<file path="config.mk">
export PLATFORM = sky130hd
export DESIGN_NAME = ser_tx
export DESIGN_NICKNAME = d
export VERILOG_FILES = /design/src/rtl/ser_tx_pkg.sv /design/src/rtl/ser_tx_bitclk.sv /design/src/rtl/ser_tx.sv
export SDC_FILE = /design/constraint.sdc
export NUM_CORES = 1
export LEC_CHECK = 0
export BUFFER_PORTS_ARGS = -buffer_cell sky130_fd_sc_hd__buf_2
export CELL_PAD_IN_SITES_DETAIL_PLACEMENT = 1
export CELL_PAD_IN_SITES_GLOBAL_PLACEMENT = 2
export CORE_MARGIN = 2
export CORE_UTILIZATION = 36
export CTS_BUF_LIST = sky130_fd_sc_hd__clkbuf_16
export CTS_CLUSTER_DIAMETER = 60
export DETAILED_ROUTE_END_ITERATION = 7
export PLACE_DENSITY_LB_ADDON = 0.08
export SYNTH_ARGS = -nofsm -noshare
export SYNTH_HDL_FRONTEND = slang
export SYNTH_SLANG_ARGS = --single-unit
</file>
<file path="constraint.sdc">
create_clock -name clk -period 2.25 [get_ports clk]
set_clock_uncertainty 0.05 [all_clocks]
set_input_delay 0.3375 -clock clk [delete_from_list [all_inputs] [get_ports clk]]
set_output_delay 0.3375 -clock clk [all_outputs]
set_load 0.005 [all_outputs]
</file>
<file path="src/rtl/ser_tx_pkg.sv">
// ser_tx_pkg -- shared types and constants for the ser_tx serializer.
//
// Contents:
//   state_t        FSM state enum (IDLE, SHIFT, GAP).
//   DEF_WIDTH      default payload width.
//   DEF_GAP_BITS   default idle bit-times between words.
//   calc_nbits()   serial bits per word: WIDTH, plus one when the
//                  SER_TX_PARITY_EN macro adds the even-parity bit.
package ser_tx_pkg;

    typedef enum logic [1:0] {
        ST_IDLE  = 2'd0,
        ST_SHIFT = 2'd1,
        ST_GAP   = 2'd2
    } state_t;

    localparam int DEF_WIDTH    = 16;
    localparam int DEF_GAP_BITS = 2;

    function automatic int calc_nbits(input int width);
`ifdef SER_TX_PARITY_EN
        return width + 1;
`else
        return width;
`endif
    endfunction

endpackage

</file>
<file path="src/rtl/ser_tx_bitclk.sv">
// ser_tx_bitclk -- bit-time generator for ser_tx.
//
// Each serial bit lasts two clk cycles: phase 0 (lane clock low) then
// phase 1 (lane clock high). This block toggles the phase while the
// shifter runs and counts bits 0..NBITS-1, raising o_last during
// phase 1 of the final bit.
//
// Ports:
//   clk      in   system clock, rising edge
//   rst_n    in   asynchronous active-low reset
//   i_start  in   word accepted this cycle; restart at bit 0 / phase 0
//   i_run    in   shifter is in its SHIFT state
//   o_phase  out  current bit phase (0 = low half, 1 = high half)
//   o_cnt    out  index of the bit currently on the lane
//   o_last   out  phase 1 of bit NBITS-1 (word ends after this cycle)
module ser_tx_bitclk #(
    parameter int NBITS = 16,
    parameter int CW    = $clog2(NBITS + 1)
) (
    input  logic          clk,
    input  logic          rst_n,
    input  logic          i_start,
    input  logic          i_run,
    output logic          o_phase,
    output logic [CW-1:0] o_cnt,
    output logic          o_last
);

    localparam logic [CW-1:0] LAST_CNT = CW'(NBITS - 1);

    logic          r_phase;
    logic [CW-1:0] r_cnt;
    logic          w_last;

    assign w_last = r_phase && (r_cnt == LAST_CNT);

    always_ff @(posedge clk or negedge rst_n) begin
        if (!rst_n) begin
            r_phase <= 1'b0;
            r_cnt   <= '0;
        end else if (i_start) begin
            r_phase <= 1'b0;
            r_cnt   <= '0;
        end else if (i_run) begin
            r_phase <= ~r_phase;
            if (r_phase) begin
                // Clear at the terminal bit so the counter never wraps.
                if (w_last) r_cnt <= '0;
                else        r_cnt <= r_cnt + CW'(1);
            end
        end else begin
            r_phase <= 1'b0;
            r_cnt   <= '0;
        end
    end

    assign o_phase = r_phase;
    assign o_cnt   = r_cnt;
    assign o_last  = w_last;

endmodule

</file>
<file path="src/rtl/ser_tx.sv">
// ser_tx -- parallel-to-serial lane transmitter with forwarded clock.
//
// A word is accepted from data_in, then sent one bit per two clk
// cycles on tx_data, with tx_clk low for the first cycle of each bit
// and high for the second (receiver samples on the tx_clk rising
// edge). After the word the lane idles low for 2*GAP_BITS cycles,
// then one IDLE cycle, so back-to-back words repeat every
// 2*NBITS + 2*GAP_BITS + 1 cycles.
//
// Handshake: ready_out = (state == IDLE) && ena. A word transfers on
// any rising clk edge where valid_in && ready_out; data_in and
// lsb_first are captured on that edge only. Dropping ena never aborts
// a word already accepted.
//
// Optional feature: define SER_TX_PARITY_EN to append an even-parity
// bit (XOR of the payload) after the last payload bit, in either bit
// order. Without it no parity logic is built.
//
// Ports:
//   clk            in   system clock
//   rst_n          in   asynchronous active-low reset
//   ena            in   enables acceptance of new words
//   data_in        in   word to send (WIDTH bits)
//   valid_in       in   data_in valid
//   ready_out      out  a word can be accepted this cycle
//   lsb_first      in   bit order (0 = MSB first, 1 = LSB first)
//   tx_clk         out  forwarded lane clock
//   tx_data        out  serial lane data
//   busy           out  high whenever the FSM is not IDLE
//   o_dbg_state    out  current FSM state
//   o_dbg_bit_cnt  out  index of the bit currently on the lane
module ser_tx
    import ser_tx_pkg::*;
#(
    parameter  int WIDTH    = DEF_WIDTH,
    parameter  int GAP_BITS = DEF_GAP_BITS,
    localparam int NBITS    = calc_nbits(WIDTH),
    localparam int CW       = $clog2(NBITS + 1)
) (
    input  logic             clk,
    input  logic             rst_n,
    input  logic             ena,
    input  logic [WIDTH-1:0] data_in,
    input  logic             valid_in,
    output logic             ready_out,
    input  logic             lsb_first,
    output logic             tx_clk,
    output logic             tx_data,
    output logic             busy,
    output state_t           o_dbg_state,
    output logic [CW-1:0]    o_dbg_bit_cnt
);

    localparam int            GAP_CYC  = 2 * GAP_BITS;
    localparam int            GW       = $clog2(GAP_CYC + 1);
    localparam logic [GW-1:0] GAP_LAST = GW'(GAP_CYC - 1);

    state_t           r_state;
    logic [WIDTH-1:0] r_shift;
    logic             r_lsb;
    logic             r_tx_clk;
    logic             r_tx_data;
    logic [GW-1:0]    r_gap_cnt;

    logic             w_accept;
    logic             w_phase;
    logic             w_last;
    logic [CW-1:0]    w_bit_cnt;
    logic [WIDTH-1:0] w_next_shift;
    logic             w_serial_next;
    logic             w_next_bit;

    assign ready_out = (r_state == ST_IDLE) && ena;
    assign w_accept  = valid_in && ready_out;

    ser_tx_bitclk #(
        .NBITS (NBITS),
        .CW    (CW)
    ) u_bitclk (
        .clk     (clk),
        .rst_n   (rst_n),
        .i_start (w_accept),
        .i_run   (r_state == ST_SHIFT),
        .o_phase (w_phase),
        .o_cnt   (w_bit_cnt),
        .o_last  (w_last)
    );

    // The bit on the lane always sits at the outgoing end of r_shift;
    // shifting toward that end exposes the next one.
    assign w_next_shift  = r_lsb ? (r_shift >> 1) : (r_shift << 1);
    assign w_serial_next = r_lsb ? w_next_shift[0] : w_next_shift[WIDTH-1];

`ifdef SER_TX_PARITY_EN
    localparam logic [CW-1:0] LAST_PAYLOAD = CW'(WIDTH - 1);
    logic r_par;

    always_ff @(posedge clk or negedge rst_n) begin
        if (!rst_n)        r_par <= 1'b0;
        else if (w_accept) r_par <= ^data_in;
    end

    // Leaving the last payload bit, the parity bit goes out next.
    assign w_next_bit = (w_bit_cnt == LAST_PAYLOAD) ? r_par : w_serial_next;
`else
    assign w_next_bit = w_serial_next;
`endif

    always_ff @(posedge clk or negedge rst_n) begin
        if (!rst_n) begin
            r_state   <= ST_IDLE;
            r_shift   <= '0;
            r_lsb     <= 1'b0;
            r_tx_clk  <= 1'b0;
            r_tx_data <= 1'b0;
            r_gap_cnt <= '0;
        end else begin
            case (r_state)
                ST_IDLE: begin
                    if (w_accept) begin
                        r_shift   <= data_in;
                        r_lsb     <= lsb_first;
                        r_tx_clk  <= 1'b0;
                        r_tx_data <= lsb_first ? data_in[0] : data_in[WIDTH-1];
                        r_state   <= ST_SHIFT;
                    end
                end
                ST_SHIFT: begin
                    if (!w_phase) begin
                        r_tx_clk <= 1'b1;
                    end else if (w_last) begin
                        r_tx_clk  <= 1'b0;
                        r_tx_data <= 1'b0;
                        r_gap_cnt <= '0;
                        r_state   <= ST_GAP;
                    end else begin
                        // Data only changes as the lane clock falls.
                        r_tx_clk  <= 1'b0;
                        r_shift   <= w_next_shift;
                        r_tx_data <= w_next_bit;
                    end
                end
                ST_GAP: begin
                    if (r_gap_cnt == GAP_LAST) begin
                        r_gap_cnt <= '0;
                        r_state   <= ST_IDLE;
                    end else begin
                        r_gap_cnt <= r_gap_cnt + GW'(1);
                    end
                end
                default: begin
                    r_state <= ST_IDLE;
                end
            endcase
        end
    end

    assign tx_clk        = r_tx_clk;
    assign tx_data       = r_tx_data;
    assign busy          = (r_state != ST_IDLE);
    assign o_dbg_state   = r_state;
    assign o_dbg_bit_cnt = w_bit_cnt;

endmodule

</file>
==> results, run 1 <==
- The flow ran to the end, and the final reports show no timing, DRC or antenna violations.
- After synthesis the netlist holds a flip-flop and latch count of 30.
- The synthesized netlist contains 37 unique library cells.
- The maximum achievable frequency is roughly 540 MHz.
- The clock transition at the registers of the reported paths is roughly 0.050 ns.
- The effective utilization at floorplan is 36.8%.
- The post-synthesis area per instance is 12.4 sq um.
- The clock network fraction of total power is around 25%.
- Walking the worst path, the cells encountered are ha_1 -> nand4b_2 -> a31o_1 -> buf_4 -> mux2_4.
- Setup repair after global routing left no endpoint under its margin.
- The max-capacitance violation count is 0.
- CTS built an H-tree with a depth of 2.
- In this run the critical register-to-register path is launched from u_bitclk.o_cnt[0]$_DFFE_PN0N_.
- The critical path in this run is classified as reg -> reg.
- At the end of routability-driven placement, the weighted congestion stood at 0.730.
- Setup total negative slack on the finished layout was measured at 0 ns.
- The number of nets handed over by synthesis was around 160.
- IR analysis of the VDD net gives a maximum drop of slightly above 0.4 mV.
- The global-route congestion overflow total is 0.
- The count of port buffers added during placement is 31.
- Leaving out fill and tap cells, the most frequent cell in the layout is mux2_2.
- The path category of the worst min-delay check is in -> async.
- The number of iterations in the first detailed-routing pass is 4.
- The clock insertion delay at the later pin of the skew report is ~0.28 ns.
- The number of global-route vias before repair is 1,242.
- STA puts the critical path data required time at about 2.4 ns.
- The initial antenna violation count is 0.
- The largest net degree at the start of global routing is 31.
- The time the final worst path needs with I/O delays and setup is roughly 1.9 ns.
- The worst-path maximum fanout is 16.
- 0 antenna diodes ended up in the layout.
- The combinational share of power is around 37%.
- The floorplan row count is 25.
- The die covers roughly 5300 sq um.
- Summed over all layers, the routed wires come to around 3.7 mm.
- The final hold slack is ~0.050 ns.
- For the pin with the worst max-slew slack, the measured transition is between 0.6 and 0.7 ns.
- The wire length of the first global-routing pass is approximately 6.3 mm.
- The total of hold buffers inserted after clock tree synthesis is 0.
- During I/O placement, the number of pins put on the boundary was 32.
- The net count of the finished layout is roughly 190.
- The detailed-route vias per instance is approximately 5.2.
- From left edge to right edge, the die measures ~73 um.
- The total track usage is 16.0%.
- The routed layout has around 1.2k vias.
- Registers are responsible for a little under two fifths of the overall power.
- The worst setup path is captured at a register.
- The cell at the root of the clock tree is clkbuf_16.
- The post-synthesis instance area is 1720 sq um.
- The final number of hold-violating endpoints came to 0.
- The design internal power is ~1.8 mW.
- Measured against its own limit, the worst slew margin works out to between 50% and 60%.
- Of the total power, the share spent switching nets is between 20 and 30%.
- For this run, the number of Yosys warnings is 0.
- The clock net in this run drives a total of 30 sinks.
- The cell count after synthesis is between 100 and 150.
- Of the available clock period, the critical path in the final layout requires between 80% and 90%.
- The ratio of total power to cell area is ~1200 nW/um^2.
- The final number of setup-violating endpoints is 0.
- The sequential fraction of the synthesis area is between 40% and 50%.
- The first element of the critical path is u_bitclk.o_cnt[0]$_DFFE_PN0N_.
- The remaining antenna violation count after routing is 0.
- The average wire per cell in the routed design is around 17 um.
- The library cells used most frequently in the layout, excluding fill and tap cells, are 36 x mux2_2, 31 x buf_2, 30 x dfrtp_1, 10 x nand2_1, 10 x mux2_4.
- The placeable core area is roughly 4700 sq um.
- The post-route netlist has between 50% and 60% of its cells at a drive strength greater than 1.
- The post-cts gate resize count is 0.
- The final number of max-transition violations came to 0.
- For the worst setup path, the data arrival time is roughly 2.0 ns.
- The post-CTS repair timing setup buffer count is 0.
- The kind of start point of the critical path is a register.
- Summed over all cells, the static leakage comes to 0.994 nW.
- The critical path's largest stage delay is 0.42 ns.
- The net switching component of the power is roughly 740 uW.
- The first-iteration detailed-routing DRC count is 78.
- The die height is roughly 73 um.
- The total CTS buffers is 5.
- The final HPWL from detailed placement is 2.62 mm.
- Relative to the synthesized area, the layout overhead comes to 18.8%.
- The final routed DRC violation total is 0.
- TritonCTS built the clock tree.
- The largest individual stage delay along the critical path comes from the cell dfrtp_1.
- The number of buffers on the longest clock path is 2.
==> cells by family after synthesis <==
| family | Yosys count | share of synthesized area, % |
|---|---|---|
| multiplexers | 48 | 33.6 |
| AND/OR/NAND/NOR | 33 | 11.4 |
| flip-flops | 30 | 43.7 |
| AO/OA/AOI/OAI | 15 | 6.12 |
| buffers and inverters | 10 | 3.72 |
| adder cells (fa/ha/maj) | 2 | 1.46 |
==> flip-flops by register name, indices dropped and copies added, names as in the netlist <==
name	flops
o_dbg_state	2
u_bitclk.o_phase	1
u_bitclk.o_cnt	5
r_lsb	1
r_gap_cnt	3
tx_clk	1
r_shift	16
tx_data	1
==> metrics by stage <==
stage               cell area [sq um]  worst slack, ns  std cells  utilization (%)  power [mW]
floorplan                        1720            0.503        138                -        1.71
global placement                 1900            0.421        218             40.8        1.88
detailed placement               1900            0.395        218             40.8        1.92
CTS                              2040            0.380        226             43.8        2.56
global route                     2040            0.290        226             43.8        2.71
finish                           2040            0.390        226             43.8        2.52
==> area by class of cell <==
cell class	instances	area, sq um
fillers	506	2620
multi-input cells	98	902
flip-flops and latches	30	751
repair buffers	33	170
clock buffers	5	125
well taps	54	67.6
clock inverters	3	12.5
inverters	3	11.3
==> path summary, 6_finish.rpt <==
path | cells past startpoint | slack [ns] | to
worst max-delay path | 5 | 0.39 | r_shift[3]$_DFFE_PN0P_
worst min-delay path | 1 | 0.05 | o_dbg_state[1]$_DFFE_PN0P_
worst max register to register | 5 | 0.39 | r_shift[3]$_DFFE_PN0P_
worst min register to register | 1 | 0.45 | r_gap_cnt[0]$_DFFE_PN0P_
max in group asynchronous | 1 | 1.66 | r_shift[5]$_DFFE_PN0P_
min in group clk | 3 | 0.24 | r_lsb$_DFFE_PN0P_
==> cells in the mapped netlist <==
| cell | n | area share [%] |
|---|---|---|
| o22ai_1 | 2 | 0.73 |
| a41oi_1 | 1 | 0.51 |
| a31o_1 | 1 | 0.51 |
| o21ai_0 | 3 | 0.87 |
| mux2_2 | 36 | 24 |
| nand4b_1 | 1 | 0.51 |
| buf_2 | 3 | 0.87 |
| a311oi_1 | 1 | 0.51 |
| nand4_1 | 1 | 0.36 |
| mux2i_1 | 1 | 0.58 |
| and3_1 | 2 | 0.73 |
| or2_2 | 2 | 0.73 |
| inv_1 | 3 | 0.66 |
| and2b_1 | 1 | 0.44 |
| o221ai_1 | 1 | 0.51 |
| nand2b_1 | 2 | 0.73 |
| nand3b_1 | 1 | 0.44 |
| dfrtp_1 | 30 | 44 |
| nor2_1 | 4 | 0.87 |
| and4bb_1 | 1 | 0.73 |
| mux2_1 | 1 | 0.66 |
| buf_6 | 3 | 2.0 |
| nand4bb_1 | 1 | 0.66 |
| nor2b_1 | 2 | 0.73 |
| or2b_1 | 1 | 0.44 |
| nand3_1 | 1 | 0.29 |
| nand2_1 | 10 | 2.2 |
| nor3_1 | 1 | 0.29 |
| a31o_2 | 2 | 1.0 |
| a22oi_1 | 1 | 0.44 |
| mux2_4 | 10 | 8.7 |
| and2_1 | 1 | 0.36 |
| a21oi_1 | 2 | 0.58 |
| nand4b_2 | 1 | 0.87 |
| clkbuf_1 | 1 | 0.22 |
| ha_1 | 2 | 1.5 |
| a211oi_1 | 1 | 0.44 |
==> power by group through the flow <==
stage	registers, mW	logic [mW]	clock network [mW]
after global routing	0.986	1.04	0.681
after global placement	0.953	0.925	0
final	0.955	0.944	0.623
after detailed placement	0.961	0.956	0
after floorplan	0.859	0.850	0
after CTS	0.956	0.961	0.638
==> metal layers <==
layer	global-route usage, %	part of all wire [%]	vias up
li1	-	-	567
met1	20.2	44	589
met2	24.4	49	25
met3	5.94	5.2	5
met4	6.79	1.8	0
met5	0	0	-
==> critical path, delay by kind of cell, from the launching register on <==
kind,cells,cell delay [ns]
flip-flops,1,0.42
adder cells (fa/ha/maj),1,0.27
buffers and inverters,1,0.22
AO/OA/AOI/OAI,1,0.26
AND/OR/NAND/NOR,1,0.19
multiplexers,1,0.32
Power figures use the tool's default switching activity.
==> run 2: changes to the inputs <==
--- a/config.mk
+++ b/config.mk
@@ -5,11 +5,12 @@
 export SDC_FILE = /design/constraint.sdc
 export NUM_CORES = 1
 export LEC_CHECK = 0
+export ABC_AREA = 1
 export BUFFER_PORTS_ARGS = -buffer_cell sky130_fd_sc_hd__buf_2
 export CELL_PAD_IN_SITES_DETAIL_PLACEMENT = 1
 export CELL_PAD_IN_SITES_GLOBAL_PLACEMENT = 2
 export CORE_MARGIN = 2
-export CORE_UTILIZATION = 36
+export CORE_UTILIZATION = 27
 export CTS_BUF_LIST = sky130_fd_sc_hd__clkbuf_16
 export CTS_CLUSTER_DIAMETER = 60
 export DETAILED_ROUTE_END_ITERATION = 7
==> constraint.sdc (replaced) <==
create_clock -name clk -period 1.6 [get_ports clk]
set_clock_uncertainty 0.05 [all_clocks]
set_input_delay 0.24 -clock clk [delete_from_list [all_inputs] [get_ports clk]]
set_output_delay 0.24 -clock clk [all_outputs]
set_load 0.005 [all_outputs]
==> run 2 against run 1 <==
Effect of this change: area after synthesis up 1.3%; worst hold slack better by 0.17 ns; total power up 34%; wire length grew 30%; cell count rose by 65%; sequential share of layout area decreased by 3.0 points; critical path type is now reg -> out; critical endpoint is now ready_out; largest cell class unchanged; largest power group is now combinational cells; highest routed layer unchanged.
==> results, run 2 <==
- The flow ran to the end, and the final reports show no timing, DRC or antenna violations.
- From synthesis to final layout, the design area changed by 27.7%.
- The clock transition at the registers of the reported paths is 0.05 ns (about the same).
- The count of inserted antenna diode cells is 0 (unchanged).
- The time the final worst path needs with I/O delays and setup is ~1.5 ns.
- The clock network fraction of total power is 25.4% (+0.7 points).
- The count of state elements after synthesis is 30 (unchanged).
- The average wire per cell in the routed design was 13.0 um (-21%).
- The critical path's largest stage delay is 0.45 ns (+0.03 ns).
- The effective utilization at floorplan is 27.7% (-9.1 points).
- The largest net degree at the start of global routing is 30 (-3.2%).
- The startpoint identified for the worst hold timing path is lsb_first.
- The die span in x was 84.3 um (+15%).
- The ratio of total power to cell area is 1520 nW/um^2 (+23%).
- The combinational family with the most area after synthesis is simple AND/OR/NAND/NOR gates.
- By count the netlist is led by 117 x nand2_1, 30 x dfrtp_1, 22 x inv_1, 21 x nand3_1, 21 x nor2_1.
- The register-to-register path setup slack is 0.17 ns (-0.22 ns).
- The post-layout utilization of the core was 35.4% (-8.4 points).
- The sequential fraction of the synthesis area came to 43.2% (-0.57 points).
- The wire length of the first global-routing pass was 8.39 mm (+33%).
- The net switching component of the power is 1.28 mW (+71%).
- The hold-critical path endpoint is r_lsb$_DFFE_PN0P_.
- The number of iterations in the first detailed-routing pass is 4 (unchanged).
- Along the worst hold path, the cell count comes to 3.
- The power after layout came to 3.38 mW (+34%).
- The post-synthesis area per instance was 6.82 sq um (-45%).
- The startpoint-to-endpoint class of the critical path is reg -> out.
- Setup repair after global routing left no endpoint under its margin.
- The CTS tree is built.
- The xor/xnor share of the synthesized area is 0% (unchanged).
- The combinational share of power was 38.9% (+1.5 points).
- The sort of element at the end of the critical path is a primary output.
- The cell occurring most often along the worst timing path is nor2_1.
- The clock insertion delay at the later pin of the skew report is 0.27 ns (about the same).
- The final number of hold-violating endpoints came to 0 (unchanged).
- After synthesis, the cell types taking the most area are dfrtp_1 43%, nand2_1 25%, nand3_1 6.0%.
- The endpoint required time on the critical path is 1.31 ns (-1.05 ns).
- Walking the worst path, the cells encountered are nor2_1 -> inv_1 -> nor2_1 -> buf_2.
- The first element of the critical path is o_dbg_state[1]$_DFFE_PN0P_.
- The switching share of power was 37.8% (+8.2 points).
- The max-capacitance violation count was 0 (unchanged).
- The die height was 84.3 um (+15%).
- The most used flip-flop cell after synthesis is dfrtp_1.
- The top cell types in the final layout, fill and taps aside, are 117 x nand2_1, 31 x buf_2, 30 x dfrtp_1, 24 x inv_1, 21 x nand3_1.
- The detailed-route vias per instance is 4.43 (-16%).
- The number of synthesized flops with an enable pin is 0 (unchanged).
- The final routed DRC violation total is 0 (unchanged).
- The placeable core area was 6280 sq um (+35%).
- The area of the die is 7100 sq um (+33%).
- The adder and majority gate portion of the synthesized area is 1.44% (-0.019 points).
- Counting flops per register, the top entry is r_shift.
- The final number of setup-violating endpoints came to 0 (unchanged).
- The flip-flop count of the largest register after layout is 16 (unchanged).
- The remaining antenna violation count after routing is 0 (unchanged).
- The first-iteration detailed-routing DRC count came to 67 (-14%).
- The share of layout cells above drive strength 1 is 19.6% (-33 points).
- The count of port buffers added during placement is 31 (unchanged).
- The library cell with the highest instance count after synthesis is nand2_1.
- The most common library cell in the layout ignoring fill and taps is nand2_1.
- The share of synthesized registers carrying an async set or reset is 100% (unchanged).
- The total CTS buffers was 5 (unchanged).
- The final number of max-transition violations was 0 (unchanged).
- The share of synthesized cell area in and, or, nand and nor gates was 41.3% (+30 points).
- The post-synthesis instance area is 1740 sq um (+1.3%).
- The peak ir drop on the vdd network is 0.548 mV (+36%).
- The top cell type by total area after synthesis is dfrtp_1.
- The area fraction of the dominant cell type after synthesis is 43.2% (-0.57 points).
- The final HPWL from detailed placement is 3.59 mm (+37%).
- The distinct cell type count after synthesis is 24 (-35%).
- The depth of the CTS H-tree is 2 (unchanged).
- The net count of the finished layout is 319 (+64%).
- The filler cell count is 809 (+60%).
- The count of yosys warnings during synthesis came to 0 (unchanged).
- The kind of start point of the critical path is a register.
- The destination of the worst register-to-register timing path is r_shift[1]$_DFFE_PN0P_.
- Timing would allow up to roughly 660 MHz.
- The count of buffer and inverter cells on the critical path is 2 (+1).
- The complex-gate fraction of the synthesized area was 5.76% (-0.37 points).
- The number of buffers on the longest clock path is 2 (unchanged).
- The number of global-route vias before repair was 1,713 (+38%).
- The global-route congestion overflow total came to 0 (unchanged).
- The proportion of synthesized area in mux cells was 0% (-34 points).
- The cell leakage power is 1.22 nW (+23%).
- The fraction of power consumed by sequential logic was 35.7% (-2.2 points).
- The final total negative setup slack is 0 ns (unchanged).
- The floorplan row count is 29 (+16%).
- The top-level I/O count is 32 (unchanged).
- The path depth of the worst reg2reg path was 7 (+2).
- The weighted congestion at the end of routability-driven global placement is 0.748 (+2.4%).
- The design internal power came to 2.10 mW (+18%).
- The slowest stage of the critical path belongs to the cell dfrtp_1.
- The worst-path maximum fanout is 6 (-10).
- The total track usage is 14.8% (-1.2 points).
- The gate family responsible for the most delay along the worst path is flip-flops.
- The total nets after synthesis is 278 (+73%).
- The transition time at the pin with the least slew margin is 0.381 ns (-0.299 ns).
- The arrival time reported for the critical path endpoint was 1.23 ns (-0.74 ns).
- The total length of routed wires came to 4.87 mm (+30%).
- The clock sink count is 30 (unchanged).
- The path category of the worst min-delay check is in -> reg.
- The initial antenna violation count was 0 (unchanged).
- The via count is 1,654 (+39%).
- The cell at the root of the clock tree is clkbuf_16.
- The launching point of the worst reg2reg path is u_bitclk.o_cnt[0]$_DFFE_PN0N_.
- The cell count after synthesis is 255 (+85%).
- After layout, the worst path uses 94.8% of the clock period.
- The relative max-transition margin was 74.6% (+20 points).
-- run 2: changes by cell type after synthesis, sizes merged, moves of 9 or more --
cell   before  now
o21ai       3   12
nor2        4   22
mux2       47    0
nand3       1   22
inv         3   23
nand2      10  120
-- run 2: power by group through the flow --
stage          Combinational, mW  Clock [mW]  Sequential (mW)
5_1_grt                     1.54       0.931             1.25
2_1_floorplan              0.891           0             1.17
6_report                    1.31       0.858             1.21
3_5_place_dp                1.34           0             1.22
3_3_place_gp                1.33           0             1.21
4_1_cts                     1.35       0.888             1.21
-- run 2: metal layers --
layer	track usage [%]	wire, um	vias to the layer above
met5	0	0	-
met3	3.34	161	2
li1	-	-	876
met1	20.4	2450	748
met2	23.1	2220	28
met4	4.84	29	0
-- run 2: repair_timing --
item / in CTS / in global routing
setup buffers: 0 / 0
hold buffers: 1 / 0
endpoints found under the setup margin: 0 / 19
hold endpoints to repair: 14 / 0
resized for setup: 0 / 2
-- run 2: area by class of cell --
cell class                      instances  area [sq um]  share of cell area, %
Multi-Input combinational cell        191           855                   38.5
Sequential cell                        30           751                   33.8
Timing Repair Buffer                   45           300                   13.5
Clock buffer                            5           125                   5.63
Tap cell                               77          96.3                   4.34
Inverter                               23          86.3                   3.89
Clock inverter                          2          7.51                  0.338
-- run 2: worst min-delay path, cell delays in order --
cell and delay (ns):
buf_2 0.10, inv_1 0.07, o21ai_0 0.09
-- run 2: worst max-delay path by stage --
stage / cells after the start / slack (ns) / end
3_3_place_gp: 7 / 0.14 / r_gap_cnt[2]$_DFFE_PN0P_
6_report: 4 / 0.08 / ready_out
3_5_place_dp: 7 / 0.07 / r_shift[1]$_DFFE_PN0P_
2_1_floorplan: 7 / 0.18 / r_gap_cnt[2]$_DFFE_PN0P_
4_1_cts: 7 / 0.05 / r_shift[1]$_DFFE_PN0P_
5_1_grt: 4 / 0.02 / ready_out
-- run 2: kinds of logic (layout without fill, tap and decap cells) --
family,after synthesis,count (layout)
flip-flops,30,30
AO/OA/AOI/OAI,19,19
adder cells (fa/ha/maj),2,2
buffers and inverters,34,75
AND/OR/NAND/NOR,170,170
-- run 2: stage by stage --
stage / setup slack, ns / hold slack (ns) / area (sq um) / instances
floorplan: 0.177 / -0.106 / 1740 / 255
global placement: 0.144 / 0.141 / 2070 / 365
detailed placement: 0.0692 / 0.133 / 2070 / 365
CTS: 0.0512 / 0.219 / 2210 / 373
global route: 0.0180 / 0.241 / 2220 / 373
finish: 0.0831 / 0.225 / 2220 / 373
==> run 3: changes to the inputs <==
--- a/config.mk
+++ b/config.mk
@@ -10,7 +10,7 @@
 export CELL_PAD_IN_SITES_DETAIL_PLACEMENT = 1
 export CELL_PAD_IN_SITES_GLOBAL_PLACEMENT = 2
 export CORE_MARGIN = 2
-export CORE_UTILIZATION = 27
+export CORE_UTILIZATION = 32
 export CTS_BUF_LIST = sky130_fd_sc_hd__clkbuf_16
 export CTS_CLUSTER_DIAMETER = 60
 export DETAILED_ROUTE_END_ITERATION = 7
==> constraint.sdc (replaced) <==
create_clock -name clk -period 1.75 [get_ports clk]
set_clock_uncertainty 0.05 [all_clocks]
set_input_delay 0.2625 -clock clk [delete_from_list [all_inputs] [get_ports clk]]
set_output_delay 0.2625 -clock clk [all_outputs]
set_load 0.005 [all_outputs]
==> run 3 against run 2 <==
Effect of this change: the flow now finishes with violations (negative hold slack); sequential power decreased by 8%; utilization increased by 6.5 points; cell count decreased by 1.6%; largest power group unchanged.
==> results, run 3 (synthesized netlist as in run 2, its figures left out) <==
- Setup repair after global routing left no endpoint under its margin.
- The final hold slack is -0.000243 ns (-0.225 ns).
- The final number of setup-violating endpoints was 0 (unchanged).
- The die height is 77.7 um (-7.8%).
- Leaving out fill and tap cells, the most frequent cells in the layout are 117 x nand2_1, 31 x buf_2, 30 x dfrtp_1, 24 x inv_1.
- The design internal power is 1.89 mW (-10%).
- The final number of hold-violating endpoints came to 1 (+1).
- The net switching component of the power was 1.18 mW (-7.9%).
- The library cell used most frequently in the layout, excluding fill and tap cells, is nand2_1.
- The fraction of power consumed by sequential logic is 36.2% (+0.5 points).
- The clock insertion delay at the later pin of the skew report is 0.27 ns (about the same).
- The cell at the root of the clock tree is clkbuf_16.
- The path depth of the worst reg2reg path is 6 (-1).
- The count of port buffers added during placement is 31 (unchanged).
- The final total negative setup slack is 0 ns (unchanged).
- The net count of the finished layout is 320 (+0.31%).
- For this run, the top clock speed supported by timing is 645 MHz.
- The final number of max-transition violations is 0 (unchanged).
- The largest net degree at the start of global routing is 31 (+3.3%).
- The layout-stage area growth over the synthesis result is 24.7%.
- The destination of the worst register-to-register timing path is r_shift[0]$_DFFE_PN0P_.
- The flip-flop count of the largest register after layout is 16 (unchanged).
- STA classifies the critical path startpoint as a register.
- TritonCTS built the clock tree.
- The combinational share of power is 37.9% (-1.0 points).
- The via count is 1,706 (+3.1%).
- The max-capacitance violation count is 0 (unchanged).
- The final standard cell count with taps included and fillers excluded is 367 (-1.6%).
- The number of buffers on the longest clock path is 2 (unchanged).
- The total of hold buffers inserted after clock tree synthesis is 0 (-1).
- The first-iteration detailed-routing DRC count came to 64 (-4.5%).
- The number of iterations in the first detailed-routing pass came to 4 (unchanged).
- The die span in x came to 77.7 um (-7.8%).
- The sort of element at the end of the critical path is a primary output.
- The endpoint required time on the critical path is 1.44 ns (+0.13 ns).
- The placeable core area is 5170 sq um (-18%).
- The clock transition at the registers of the reported paths was 0.05 ns (about the same).
- The effective utilization at floorplan was 33.6% (+5.9 points).
- After layout, the worst path uses about nine tenths of the clock period.
- The transition time at the pin with the least slew margin is 0.740 ns (+0.359 ns).
- The weighted congestion at the end of routability-driven global placement is 0.763 (+2.0%).
- The detailed-route vias per instance was 4.65 (+4.8%).
- The switching share of power was 38.4% (+0.61 points).
- The worst-path maximum fanout was 6 (unchanged).
- The total track usage came to 17.9% (+3.0 points).
- The worst path in the final design needs a cycle of between 1.5 and 2 ns, including I/O delays and setup.
- The wire length of the first global-routing pass was 8.46 mm (+0.82%).
- The clock network fraction of total power is 26.0% (+0.6 points).
- The initial antenna violation count is 0 (unchanged).
- The number of global-route vias before repair is 1,786 (+4.3%).
- The clock sink count was 30 (unchanged).
- The run finished, with violations left.
- The remaining antenna violation count after routing came to 0 (unchanged).
- The share of layout cells above drive strength 1 is 19.9% (+0.27 points).
- The first element of the critical path is o_dbg_state[1]$_DFFE_PN0P_.
- The depth of the CTS H-tree came to 2 (unchanged).
- The average wire per cell in the routed design is 13.2 um (+1.4%).
- The top-level I/O count is 32 (unchanged).
- The launching point of the worst reg2reg path is o_dbg_state[0]$_DFFE_PN0P_.
- The path category of the worst min-delay check is in -> async.
- The register-to-register path setup slack is 0.23 ns (+0.06 ns).
- The final HPWL from detailed placement is 3.62 mm (+0.67%).
- The global-route congestion overflow total is 0 (unchanged).
- The startpoint-to-endpoint class of the critical path is reg -> out.
- The floorplan row count is 26 (-10%).
- The arrival time reported for the critical path endpoint is 1.24 ns (about the same).
- The final reports fail on negative hold slack.
- The post-cts gate resize count is 0 (unchanged).
- The total placed cells including tap cells is 360 (-1.4%).
- The total length of routed wires is 4.86 mm (-0.18%).
- The final routed DRC violation total is 0 (unchanged).
- The post-CTS repair timing setup buffer count came to 0 (unchanged).
- The cell leakage power is 1.21 nW (-0.58%).
- The count of inserted antenna diode cells came to 0 (unchanged).
- The area of the die is 6040 sq um (-15%).
- Counting flops per register, the top entry is r_shift.
- The ratio of total power to cell area is 1410 nW/um^2 (-7.1%).
- The relative max-transition margin is 50.7% (-24 points).
- The peak ir drop on the vdd network is 0.548 mV (about the same).
- The total CTS buffers is 5 (unchanged).
- The most critical setup path has its endpoint at ready_out.
## run 3: cell count changes in the layout (fill, tap and decap cells not counted), sizes merged
cell,previous run,this run
buf,44,46
dlygate4sd3,1,0
## run 3: layout make-up
type | count | area [sq um]
inverters | 23 | 86.3
well taps | 70 | 87.6
fillers | 691 | 3000
clock inverters | 2 | 7.51
flip-flops and latches | 30 | 751
multi-input cells | 191 | 843
clock buffers | 5 | 125
repair buffers | 46 | 268
## run 3: how the worst min path moves through the flow
stage	startpoint	to	slack, ns	depth (start not counted)
floorplan	rst_n	o_dbg_state[0]$_DFFE_PN0P_	-0.08	0
global placement	rst_n	u_bitclk.o_cnt[3]$_DFFE_PN0N_	0.31	1
detailed placement	rst_n	u_bitclk.o_cnt[3]$_DFFE_PN0N_	0.31	1
CTS	rst_n	u_bitclk.o_cnt[3]$_DFFE_PN0N_	0.03	1
global route	rst_n	u_bitclk.o_cnt[3]$_DFFE_PN0N_	0.04	1
finish	rst_n	u_bitclk.o_cnt[3]$_DFFE_PN0N_	-0.0002	1
## run 3: stage by stage
step | power, mW | utilization (%) | worst slack, ns | area, sq um
6_report | 3.06 | 41.9 | 0.200 | 2170
4_1_cts | 3.12 | 41.9 | 0.177 | 2170
3_3_place_gp | 2.27 | 39.4 | 0.211 | 2040
3_5_place_dp | 2.30 | 39.4 | 0.195 | 2040
5_1_grt | 3.36 | 41.9 | 0.0176 | 2170
2_1_floorplan | 1.88 | - | 0.327 | 1740
## run 3: worst max-delay path, stage by stage, from the launching register on
cell and delay, ns:
dfrtp_1 0.46, nor2_1 0.23, inv_1 0.08, nor2_1 0.08, buf_2 0.11
## run 3: power groups by stage
stage	Clock [mW]	Combinational (mW)	Sequential (mW)
2_1_floorplan	0	0.814	1.07
3_3_place_gp	0	1.16	1.11
3_5_place_dp	0	1.18	1.12
4_1_cts	0.823	1.19	1.11
5_1_grt	0.847	1.37	1.14
6_report	0.795	1.16	1.11
## run 3: per-layer routing
layer | vias up | wire, um | part of all wire [%] | GRT usage (%)
li1 | 876 | - | - | -
met1 | 795 | 2300 | 47 | 23.2
met2 | 29 | 2320 | 48 | 29.5
met3 | 6 | 178 | 3.7 | 3.72
met4 | 0 | 65 | 1.3 | 5.89
met5 | - | 0 | 0 | 0
